<file path="src/rtl/controle_magnetron.sv">
// controle_magnetron: magnetron enable interlock for the microwave oven.
// Synchronizes all panel/sensor inputs, debounces the three buttons, and runs a
// two-state cooking FSM whose registered output enables magnetron power.
//
// Ports:
//   clk          system clock, rising edge
//   reset        asynchronous active-high reset
//   startn       start button, active-low, asynchronous
//   stopn        stop button, active-low, asynchronous
//   clearn       clear button, active-low, asynchronous (same effect as stop)
//   door_closed  1 = door closed, asynchronous
//   timer_done   1 = cook timer expired, asynchronous
//   mag_on       magnetron enable, registered, high only while cooking
module controle_magnetron #(
  parameter int unsigned SYNC_STAGES     = 2,
  parameter int unsigned DEBOUNCE_CYCLES = 4
) (
  input  logic clk,
  input  logic reset,
  input  logic startn,
  input  logic stopn,
  input  logic clearn,
  input  logic door_closed,
  input  logic timer_done,
  output logic mag_on
);

  localparam int unsigned CntW = (DEBOUNCE_CYCLES > 1) ? $clog2(DEBOUNCE_CYCLES) : 1;
  localparam logic [CntW-1:0] CntMax = CntW'(DEBOUNCE_CYCLES - 1);

  // Bit order: {timer_done, door_closed, clearn, stopn, startn}.
  // Inactive levels: buttons released (1), door open (0), timer not done (0).
  localparam logic [4:0] InactiveLvl = 5'b00111;

  typedef enum logic {StIdle, StCooking} state_e;

  logic [4:0]                    raw_in;
  logic [SYNC_STAGES-1:0][4:0]   sync_q;
  logic [4:0]                    synced;
  logic [2:0]                    filt_q, filt_d;
  logic [2:0][CntW-1:0]          cnt_q, cnt_d;
  logic                          start_prev_q;
  logic                          start_pulse;
  logic                          stop_cond;
  state_e                        state_q;
  logic                          mag_on_q;

  assign raw_in = {timer_done, door_closed, clearn, stopn, startn};

  // Synchronizer chain: stage 0 samples the pins, last stage feeds the logic.
  always_ff @(posedge clk or posedge reset) begin
    if (reset) begin
      sync_q <= {SYNC_STAGES{InactiveLvl}};
    end else begin
      sync_q <= {sync_q[SYNC_STAGES-2:0], raw_in};
    end
  end

  assign synced = sync_q[SYNC_STAGES-1];

  // Debounce the three buttons: the filtered level flips only after the synced
  // level has disagreed with it for DEBOUNCE_CYCLES consecutive cycles. Any
  // agreement restarts the count.
  always_comb begin
    filt_d = filt_q;
    cnt_d  = '0;
    for (int b = 0; b < 3; b++) begin
      if (synced[b] != filt_q[b]) begin
        if (cnt_q[b] == CntMax) begin
          filt_d[b] = synced[b];
        end else begin
          cnt_d[b] = cnt_q[b] + CntW'(1);
        end
      end
    end
  end

  always_ff @(posedge clk or posedge reset) begin
    if (reset) begin
      filt_q       <= 3'b111;
      cnt_q        <= '0;
      start_prev_q <= 1'b1;
    end else begin
      filt_q       <= filt_d;
      cnt_q        <= cnt_d;
      start_prev_q <= filt_q[0];
    end
  end

  // One-cycle request on the falling edge of filtered startn; holding the
  // button never produces another.
  assign start_pulse = start_prev_q & ~filt_q[0];

  // Door and timer bypass the debouncer so the safety path stays fast.
  assign stop_cond = ~filt_q[1] | ~filt_q[2] | ~synced[3] | synced[4];

  // Cooking FSM. stop_cond wins over a simultaneous start; a discarded start
  // is not remembered.
  always_ff @(posedge clk or posedge reset) begin
    if (reset) begin
      state_q  <= StIdle;
      mag_on_q <= 1'b0;
    end else begin
      case (state_q)
        StIdle: begin
          if (start_pulse && !stop_cond) begin
            state_q  <= StCooking;
            mag_on_q <= 1'b1;
          end
        end
        StCooking: begin
          if (stop_cond) begin
            state_q  <= StIdle;
            mag_on_q <= 1'b0;
          end
        end
        default: begin
          state_q  <= StIdle;
          mag_on_q <= 1'b0;
        end
      endcase
    end
  end

  assign mag_on = mag_on_q;

endmodule

</file>
<file path="config.mk">
export PLATFORM = sky130hd
export DESIGN_NAME = controle_magnetron
export DESIGN_NICKNAME = d
export VERILOG_FILES = /design/src/rtl/controle_magnetron.sv
export SDC_FILE = /design/constraint.sdc
export NUM_CORES = 1
export LEC_CHECK = 0
export CAP_MARGIN = 10
export CELL_PAD_IN_SITES_DETAIL_PLACEMENT = 0
export CELL_PAD_IN_SITES_GLOBAL_PLACEMENT = 1
export CORE_UTILIZATION = 35
export DETAILED_ROUTE_END_ITERATION = 16
export PLACE_DENSITY = 0.69
export SYNTH_ARGS = -nofsm -noshare
export SYNTH_HDL_FRONTEND = slang
export SYNTH_SLANG_ARGS = --single-unit
export TNS_END_PERCENT = 1
</file>
<file path="constraint.sdc">
create_clock -name clk -period 1.1 [get_ports clk]
set_clock_uncertainty 0.1 [all_clocks]
set_input_delay 0.275 -clock clk [delete_from_list [all_inputs] [get_ports clk]]
set_output_delay 0.275 -clock clk [all_outputs]
set_load 0.02 [all_outputs]
</file>
==> results of run 1 <==
routing by layer:
| layer | GRT usage (%) | share of wire [%] | vias to the layer above |
|---|---|---|---|
| li1 | - | - | 178 |
| met1 | 12.55 | 46 | 180 |
| met2 | 12.50 | 49 | 10 |
| met3 | 4.673 | 4.9 | 0 |
| met4 | 5.882 | 0 | 0 |
| met5 | 0 | 0 | - |
area by class of cell:
cell class / count / area (sq um)
fillers: 179 / 1031
clock buffers: 3 / 22.52
inverters: 2 / 7.507
multi-input cells: 21 / 207.7
flip-flops and latches: 22 / 563.0
repair buffers: 10 / 106.4
clock inverters: 1 / 30.03
well taps: 27 / 33.78
what timing repair did:
| action | CTS | global route |
|---|---|---|
| setup endpoints to repair | 2 | 3 |
| hold buffers | 0 | 0 |
| buffers inserted | 0 | 1 |
| pin swaps | 2 | 1 |
| resized for setup | 6 | 2 |
cells by family after synthesis:
| kind of cell | Yosys count | synth area share (%) |
|---|---|---|
| xor+xnor | 3 | 3.432 |
| fa+ha+maj | 3 | 4.902 |
| simple gates | 10 | 9.477 |
| compound gates | 2 | 3.267 |
| flops | 22 | 73.53 |
| buf+inv | 2 | 0.9808 |
| mux | 3 | 4.411 |
flip-flops by register name (all words and copies together) (netlist names):
signal	cells
cnt_q	6
filt_q	3
mag_on	1
start_prev_q	1
state_q	1
sync_q	5
synced	5
path summary, 6_finish.rpt:
check,from,endpoint,cells past startpoint
max,mag_on,mag_on,1
min,reset,sync_q[3],3
max reg2reg,mag_on,mag_on,4
min reg2reg,sync_q[3],synced[3],0
max in group asynchronous,reset,synced[2],3
min in group clk,startn,sync_q[0],1
power by group through the flow:
| stage | registers [mW] | clock network [mW] | logic (mW) |
|---|---|---|---|
| final | 1.19 | 0.603 | 0.403 |
| after global routing | 1.23 | 0.671 | 0.466 |
| after CTS | 1.19 | 0.631 | 0.399 |
| after detailed placement | 1.20 | 0 | 0.401 |
| after global placement | 1.19 | 0 | 0.391 |
| after floorplan | 1.17 | 0 | 0.314 |
cell usage after synthesis (all sizes together):
cell type	count	area, sq um
a21oi	1	5.000
dfrtp	12	300.3
dfstp	10	262.8
ha	3	37.54
inv	2	7.510
mux2	3	33.78
nand2b	2	12.51
nand4b	1	8.760
nor2b	3	18.77
nor3	3	20.02
nor3b	1	12.51
o2bb2a	1	20.02
xnor2	3	26.28
==> results.md, run 1 <==
* DR vias at approximately 370
* DRC at 0
* Initial core utilization at between 30% and 40%
* CP startpoint kind: flip-flop
* Static Leakage at about 0.4 nW
* Synthesized Nets at 55
* Setup violators final at 1
* Most common cell after layout, fill and taps aside: dfrtp_1
* Top Family by Delay on Critical Path: flip-flops
* Fmax at approximately 0.82 GHz
* Post-synthesis cell type count at 14
* Dpl ws at -0.1890 ns
* CP max FO at 2
* CORE AREA at around 2000 sq um
* Clock power frac at ~27%
* GPL Wtd Cong at roughly 0.67
* Hold Slack at 0.1646 ns
* Internal at ~1.7 mW
* Finished Core Util at around 49%
* Diodes inserted at 0
* HPWL Detailed at 595.2 microns
* Crit end category: primary output
* Sw Pwr at around 0.52 mW
* Initial antenna violation count at 0
* Outcome: finished, violations left
* Sum Neg Setup Slack at -0.1140 ns
* Flop pwr share at 54.3%
* Overflow after GRT at 0
* Initial DRC Count at 0
* First-pass GRT wire length at between 1500 and 2000 microns
* Failing checks: setup timing
* Crit path buf inv count at 1
* Htree depth at 1
* Post-Syn Instances at 45
* Rows at 16
* Max-slew violation count at 0
* Register area share after synthesis at between 70% and 80%
* CTS buffer count at 3
* WP data required at 0.72 ns
* Syn_area_per_cell at between 15 and 20 sq um
* Largest net degree at the start of global routing at 23
* # nets final at 70
* Final non-filler cell area at 970.9 sq um
* Vias in the first global route at 366
* Post-Place Cell Area at between 800 and 900 sq um
* Overall power at about 2.2 mW
* Sw frac at between 20% and 30%
* Antenna Nets Post-Route at 0
* Fin. Hold Viols at 0
* Tot GR Track Use at a little under a tenth
* Yosys reg bits at 22
* Most frequent cells in the layout: dfrtp_1, dfstp_2, clkdlybuf4s50_1
* Worst Tran Pin Value at ~0.22 ns
* Worst Path Class, Setup: reg2out
* Final WS setup at -0.1140 ns
* MaxCap Viol Count at 0
* Critical Path AT at roughly 0.84 ns
* CP max-delay cell: dfrtp_1
* Die Height at 48.78 microns
* Share of layout cells above drive strength 1 at between 40% and 50%
* Fin crit share at 110.4%
* Total length of routed wires at between 800 and 900 microns
* CTS tree: done
* Mapped Area at 765.7 sq um
* Crit path cell chain: buf_6
* I/O pins at 8
* Comb pwr share at 18.3%
* R2r setup slk at approximately 0.010 ns
* Finished Layout Cells at 86
* Slew Limit Headroom at a little under nine tenths
* Worst min path class: in2async
* Clock edge transition at the registers on the reported setup and hold paths at about 0.12 ns
* Tmin final at around 1.2 ns
* Post-DR wirelength/cell at approximately 9.7 microns
* Inst Count DP at between 80 and 90
* Chip Width at around 49 microns
* CP peak stage delay at 0.41 ns
* Port Buf Inserts at 7
* Synthesis-to-layout area growth at 26.80%
* Worst-Skew Late Latency at approximately 0.3 ns
* TritonCTS Sinks at 22
* DR vias/cell at 4.279
* Clock root cell: clkbuf_4
* RSZ-0062 raised after global routing: yes
* TritonRoute pass-1 iters at 1
* Peak supply drop at 1.100 mV
* Pwr dens at ~2300 nW/um^2
* Synth warn at 0
* CTS Buffer Depth at 2
* DIE AREA at 2379 sq um
Note: power is estimated with default switching activity, not from simulation.
==> inputs of run 2 (changes only) <==
Settings changed: CTS_CLUSTER_SIZE set to 10.
==> results of run 2 <==
The final DEF is identical to that of run 1; final timing and power are the same.
==> inputs of run 3 (changes only) <==
--- a/config.mk
+++ b/config.mk
@@ -11,3 +11,3 @@
 export CORE_UTILIZATION = 35
-export CTS_CLUSTER_SIZE = 10
+export CTS_CLUSTER_SIZE = 8
 export DETAILED_ROUTE_END_ITERATION = 16
==> constraint.sdc (replaced) <==
create_clock -name clk -period 1.1 [get_ports clk]
set_clock_uncertainty 0.1 [all_clocks]
set_input_delay 0.11 -clock clk [delete_from_list [all_inputs] [get_ports clk]]
set_output_delay 0.11 -clock clk [all_outputs]
set_load 0.02 [all_outputs]
==> results.md, run 3 (synthesis results as in run 1) <==
* Vias in the first global route at about 410
* CP max FO at 3
* Worst Tran Pin Value at 0.2234 ns
* CTS buffer count at 3
* Post-Place Cell Area at between 800 and 900 sq um
* Sw frac at 24.75%
* Total length of routed wires at about 810 microns
* Clock power frac at a little under a fifth
* DRC at 0
* Slew Limit Headroom at roughly 85%
* HPWL Detailed at just under 600 microns
* Die Height at approximately 49 microns
* Register area at between 500 and 600 sq um
* Clock edge transition at the registers on the reported setup and hold paths at 0.11 ns
* Most flops, register: cnt_q
* Flop pwr share at between 60% and 70%
* Final WS setup at between 0.02 and 0.03 ns
* Share of layout cells above drive strength 1 at around 42%
* Hold-fix buffers, CTS at 0
* # nets final at 70
* Tmin final at between 1 and 1.5 ns
* DIE AREA at 2379 sq um
* Htree depth at 1
* Worst Setup EP: mag_on
* Initial antenna violation count at 0
* TritonCTS Sinks at 22
* DR vias at roughly 370
* CP startpoint kind: flip-flop
* Comb pwr share at roughly 22%
* Post-DR wirelength/cell at 9.419 microns
* Largest net degree at the start of global routing at 23
* Dpl ws at -0.03530 ns
* Max-slew violation count at 0
* I/O pins at 8
* TritonRoute pass-1 iters at 2
* Chip Width at around 49 microns
* R2r setup slk at 0.03 ns
* Area of the multi-input gates at 200.2 sq um
* R2R Path End: mag_on
* CTS tree: done
* MaxCap Viol Count at 0
* Fin. Hold Viols at 0
* Final non-filler cell area at ~930 sq um
* Max FFs per register at 6
* Crit end category: flip-flop
* Antenna Nets Post-Route at 0
* RSZ-0062 raised after global routing: yes
* R2R depth at 2
* Internal at 1.466 mW
* Outcome: complete, no violations
* Initial DRC Count at 3
* Fillers at ~180
* Setup violators final at 0
* Static Leakage at around 0.4 nW
* DR vias/cell at between 4 and 5
* Rows at 16
* Fmax at a little over 0.9 GHz
* Port Buf Inserts at 7
* WP data required at around 1.3 ns
* Most frequent cells in the layout: dfrtp_1, dfstp_2, clkdlybuf4s50_1
* CTS Buffer Depth at 2
* Peak supply drop at 0.8010 mV
* Worst Path Class, Setup: reg2reg
* Clock root cell: clkbuf_4
* Worst min path class: in2async
* Fin crit share at between 90 and 100%
* Crit path launch: filt_q[1]
* Hold Slack at roughly 0.012 ns
* Most common cell after layout, fill and taps aside: dfrtp_1
* Synthesis-to-layout area growth at 21.57%
* Overflow after GRT at 0
* Tot GR Track Use at between 9 and 10%
* Pwr dens at about 2100 nW/um^2
* Sw Pwr at between 0.4 and 0.5 mW
* Critical Path AT at 1.22 ns
* Initial core utilization at between 30% and 40%
* Sum Neg Setup Slack at 0 ns
* R2R Path Start: filt_q[1]
* First-pass GRT wire length at between 1500 and 2000 microns
* GPL Wtd Cong at around 0.67
* Diodes inserted at 0
* CORE AREA at ~2000 sq um
* Worst-Skew Late Latency at between 0.2 and 0.3 ns
## run 3: layout make-up
type,count,share of cell area [%]
Multi-Input combinational cell,21,21.51
Tap cell,27,3.629
Sequential cell,22,60.48
Inverter,2,0.8065
Timing Repair Buffer,10,10.75
Clock buffer,4,2.823
## run 3: worst max-delay path: stages (launching register included)
cell and delay [ns]:
dfstp_2 0.56, nand4b_1 0.15, o2bb2a_4 0.22
## run 3: per-stage QoR
| step | cells | total power, mW | util [%] |
|---|---|---|---|
| floorplan | 45 | 1.487 | - |
| global placement | 81 | 1.580 | 44.81 |
| detailed placement | 81 | 1.603 | 44.81 |
| CTS | 85 | 1.970 | 46.00 |
| global route | 86 | 2.099 | 46.50 |
| finish | 86 | 1.947 | 46.50 |
## run 3: repair_timing
action | CTS | global route
setup endpoints to repair | 2 | 4
pin swaps | 0 | 2
resized for setup | 5 | 1
setup buffers | 0 | 1
## run 3: power by group through the flow
stage / clock [mW] / combinational [mW] / sequential [mW]
after floorplan: 0 / 0.314 / 1.17
after global placement: 0 / 0.390 / 1.19
after detailed placement: 0 / 0.402 / 1.20
after CTS: 0.382 / 0.403 / 1.19
after global routing: 0.417 / 0.478 / 1.20
final: 0.352 / 0.422 / 1.17
## run 3: worst min-delay path by stage
stage                endpoint  slack (ns)  cells past startpoint
floorplan            cnt_q[0]      -0.008                      1
global placement    synced[3]        0.23                      0
detailed placement  synced[4]        0.24                      0
CTS                 sync_q[3]    0.000008                      3
global route        sync_q[3]        0.03                      3
finish              sync_q[3]        0.01                      3
## run 3: metal layers
layer	track usage (%)	part of all wire (%)	up-vias
li1	-	-	176
met1	10.97	48	188
met2	13.89	45	8
met3	3.738	3.7	2
met4	8.824	2.7	0
met5	0	0	-
==> RTL change (settings of run 1) <==
Register the inputs `startn`, `stopn`, `clearn`, `door_closed` and `timer_done` before use, cleared by the reset. The logic sees them one clock later. Comments in the files are not updated.
--- a/src/rtl/controle_magnetron.sv
+++ b/src/rtl/controle_magnetron.sv
@@ -34,6 +34,28 @@
 
   typedef enum logic {StIdle, StCooking} state_e;
 
+  logic startn_q;
+  logic stopn_q;
+  logic clearn_q;
+  logic door_closed_q;
+  logic timer_done_q;
+
+  always_ff @(posedge clk or posedge reset) begin
+    if (reset) begin
+      startn_q      <= '0;
+      stopn_q       <= '0;
+      clearn_q      <= '0;
+      door_closed_q <= '0;
+      timer_done_q  <= '0;
+    end else begin
+      startn_q      <= startn;
+      stopn_q       <= stopn;
+      clearn_q      <= clearn;
+      door_closed_q <= door_closed;
+      timer_done_q  <= timer_done;
+    end
+  end
+
   logic [4:0]                    raw_in;
   logic [SYNC_STAGES-1:0][4:0]   sync_q;
   logic [4:0]                    synced;
@@ -45,7 +67,7 @@
   state_e                        state_q;
   logic                          mag_on_q;
 
-  assign raw_in = {timer_done, door_closed, clearn, stopn, startn};
+  assign raw_in = {timer_done_q, door_closed_q, clearn_q, stopn_q, startn_q};
 
   // Synchronizer chain: stage 0 samples the pins, last stage feeds the logic.
   always_ff @(posedge clk or posedge reset) begin
Check against the original RTL: not equivalent (Yosys sat finds a counterexample within 10 cycles, from zero or initial values and one cycle with reset high).
==> RTL change against run 1 <==
  * The flow still finishes with violations (setup timing)
  * Global-route usage about the same
  * Routed wire length grew 7.6%
  * Power increased by 10%
  * Via count grew 14%
  * Register-to-register slack worse by 0.02 ns
  * Sequential cell count increased by 5
  * Setup slack got worse by 0.00098 ns
  * Utilization shrank 0.90 points
  * Area after synthesis rose by 16%
  * Combinational power increased by 60%
  * Sequential share of layout area rose by 4.9 points
  * Design area up 13%
  * Highest routed layer is now met4
==> RTL change: results (changes against run 1) <==
Run status
  – Outcome: finished, violations left
  – Violated checks: setup timing

Place
  – Post-Place Setup Slack: -0.196 ns (-0.00701 ns)
  – RD Place Congestion: 0.693 (+3.2%)
  – Placed cell areas: 0.00103 sq mm (+15%)
  – DP HPWL: 608 microns (+2.1%)

Clocking
  – Clock root cell: clkbuf_4

Global route
  – Tot GR Track Use: 9.54% (-0.021 points)
  – Vias in the first global route: 460 (+26%)
  – First-pass GRT wire length: 1.81 mm (+12%)
  – Largest net degree at the start of global routing: 28 (+22%)
  – Initial antenna violation count: 0 (unchanged)

Routing
  – DRT Wirelength: 897 microns (+7.6%)
  – Drt first pass iters: 2 (+1)
  – Initial DRC Count: 1 (+1)
  – Via count: 419 (+14%)

Setup path
  – CP max FO: 2 (unchanged)

Synthesis
  – Area contributors post-synth: dfrtp_1 48%, dfstp_2 30%, ha_1 4.2%
  – Syn_nets: 59 (+7.3%)
  – Synth cell types: 15 (+1)
  – Sequential element share of the synthesized area: 77.8% (+4.3 points)
  – Post-synth top cells: 17 x dfrtp_1, 10 x dfstp_2
  – Synthesis warning total: 0 (unchanged)

Cells and area
  – Nets: 76 (+8.6%)
  – FILL cells: 210 (+17%)
  – Share of layout cells above drive strength 1: 49.2% (+6.9 points)

Pwr
  – Leakage: 0.476 nW (+16%)
  – Max VDD drop: 1040 uV (-5.2%)

STA
  – Setup tns final: -0.122 ns (-0.00791 ns)
  – Setup WS post-layout: -0.115 ns (-0.000983 ns)
  – Setup violators final: 2 (+1)
  – Slew of the pin with the lowest slew margin: 0.168 ns (-0.0516 ns)
## RTL change: stage by stage
| step | power, mW | utilization (%) | cells |
|---|---|---|---|
| 2_1_floorplan | 1.76 | - | 49 |
| 3_3_place_gp | 1.95 | 44.9 | 88 |
| 3_5_place_dp | 1.98 | 44.9 | 88 |
| 4_1_cts | 2.41 | 46.5 | 93 |
| 5_1_grt | 2.62 | 47.6 | 93 |
| 6_report | 2.43 | 47.6 | 93 |
## RTL change: layout make-up
| type | count | area (sq um) | share of cell area, % |
|---|---|---|---|
| multi-input cells | 21 | 219 | 20.0 |
| well taps | 28 | 35.0 | 3.20 |
| clock buffers | 4 | 26.3 | 2.40 |
| repair buffers | 12 | 121 | 11.1 |
| flip-flops and latches | 27 | 688 | 62.9 |
| inverters | 1 | 3.75 | 0.343 |
## RTL change: worst min-delay path, delay by kind of cell
kind / cells / cell delay, ns
buffers and inverters: 3 / 0.67
## RTL change: metal layers
| metal | up-vias | global-route usage [%] | part of all wire, % |
|---|---|---|---|
| li1 | 195 | - | - |
| met1 | 214 | 10.2 | 45 |
| met2 | 8 | 15.6 | 49 |
| met3 | 2 | 3.48 | 4.0 |
| met4 | 0 | 6.58 | 1.8 |
| met5 | - | 0 | 0 |
## RTL change: path summary, 6_finish.rpt
| kind | from | to | slack [ns] | cells after the start |
|---|---|---|---|---|
| min | reset | startn_q | 0.18 | 3 |
| max | mag_on | mag_on | -0.12 | 1 |
| max reg2reg | filt_q[1] | mag_on | -0.01 | 3 |
| max in group asynchronous | reset | filt_q[1] | 0.50 | 3 |
| min in group clk | timer_done_q | sync_q[4] | 0.26 | 0 |
| min reg2reg | timer_done_q | sync_q[4] | 0.26 | 0 |
## RTL change: cells by family after synthesis
group                      Yosys count  share of synthesized area (%)
xor gates and xnor gates             3                           2.97
DFF                                 27                           77.8
buffers and inverters                1                          0.424
muxes                                3                           3.82
AOI/OAI and AO/OA                    3                           2.83
adders and majority gates            3                           4.24
and+or+nand+nor                      9                           7.92
## RTL change: report_power, final
group | switching [mW] | internal (mW)
clock | 0.245 | 0.141
combinational | 0.229 | 0.417
sequential | 0.133 | 1.27
## RTL change: what timing repair did
action | in CTS | in global routing
buffers inserted | 1 | 0
pin swaps | 1 | 2
setup endpoints to repair | 2 | 10
cloned | 0 | 0
resized for setup | 6 | 6
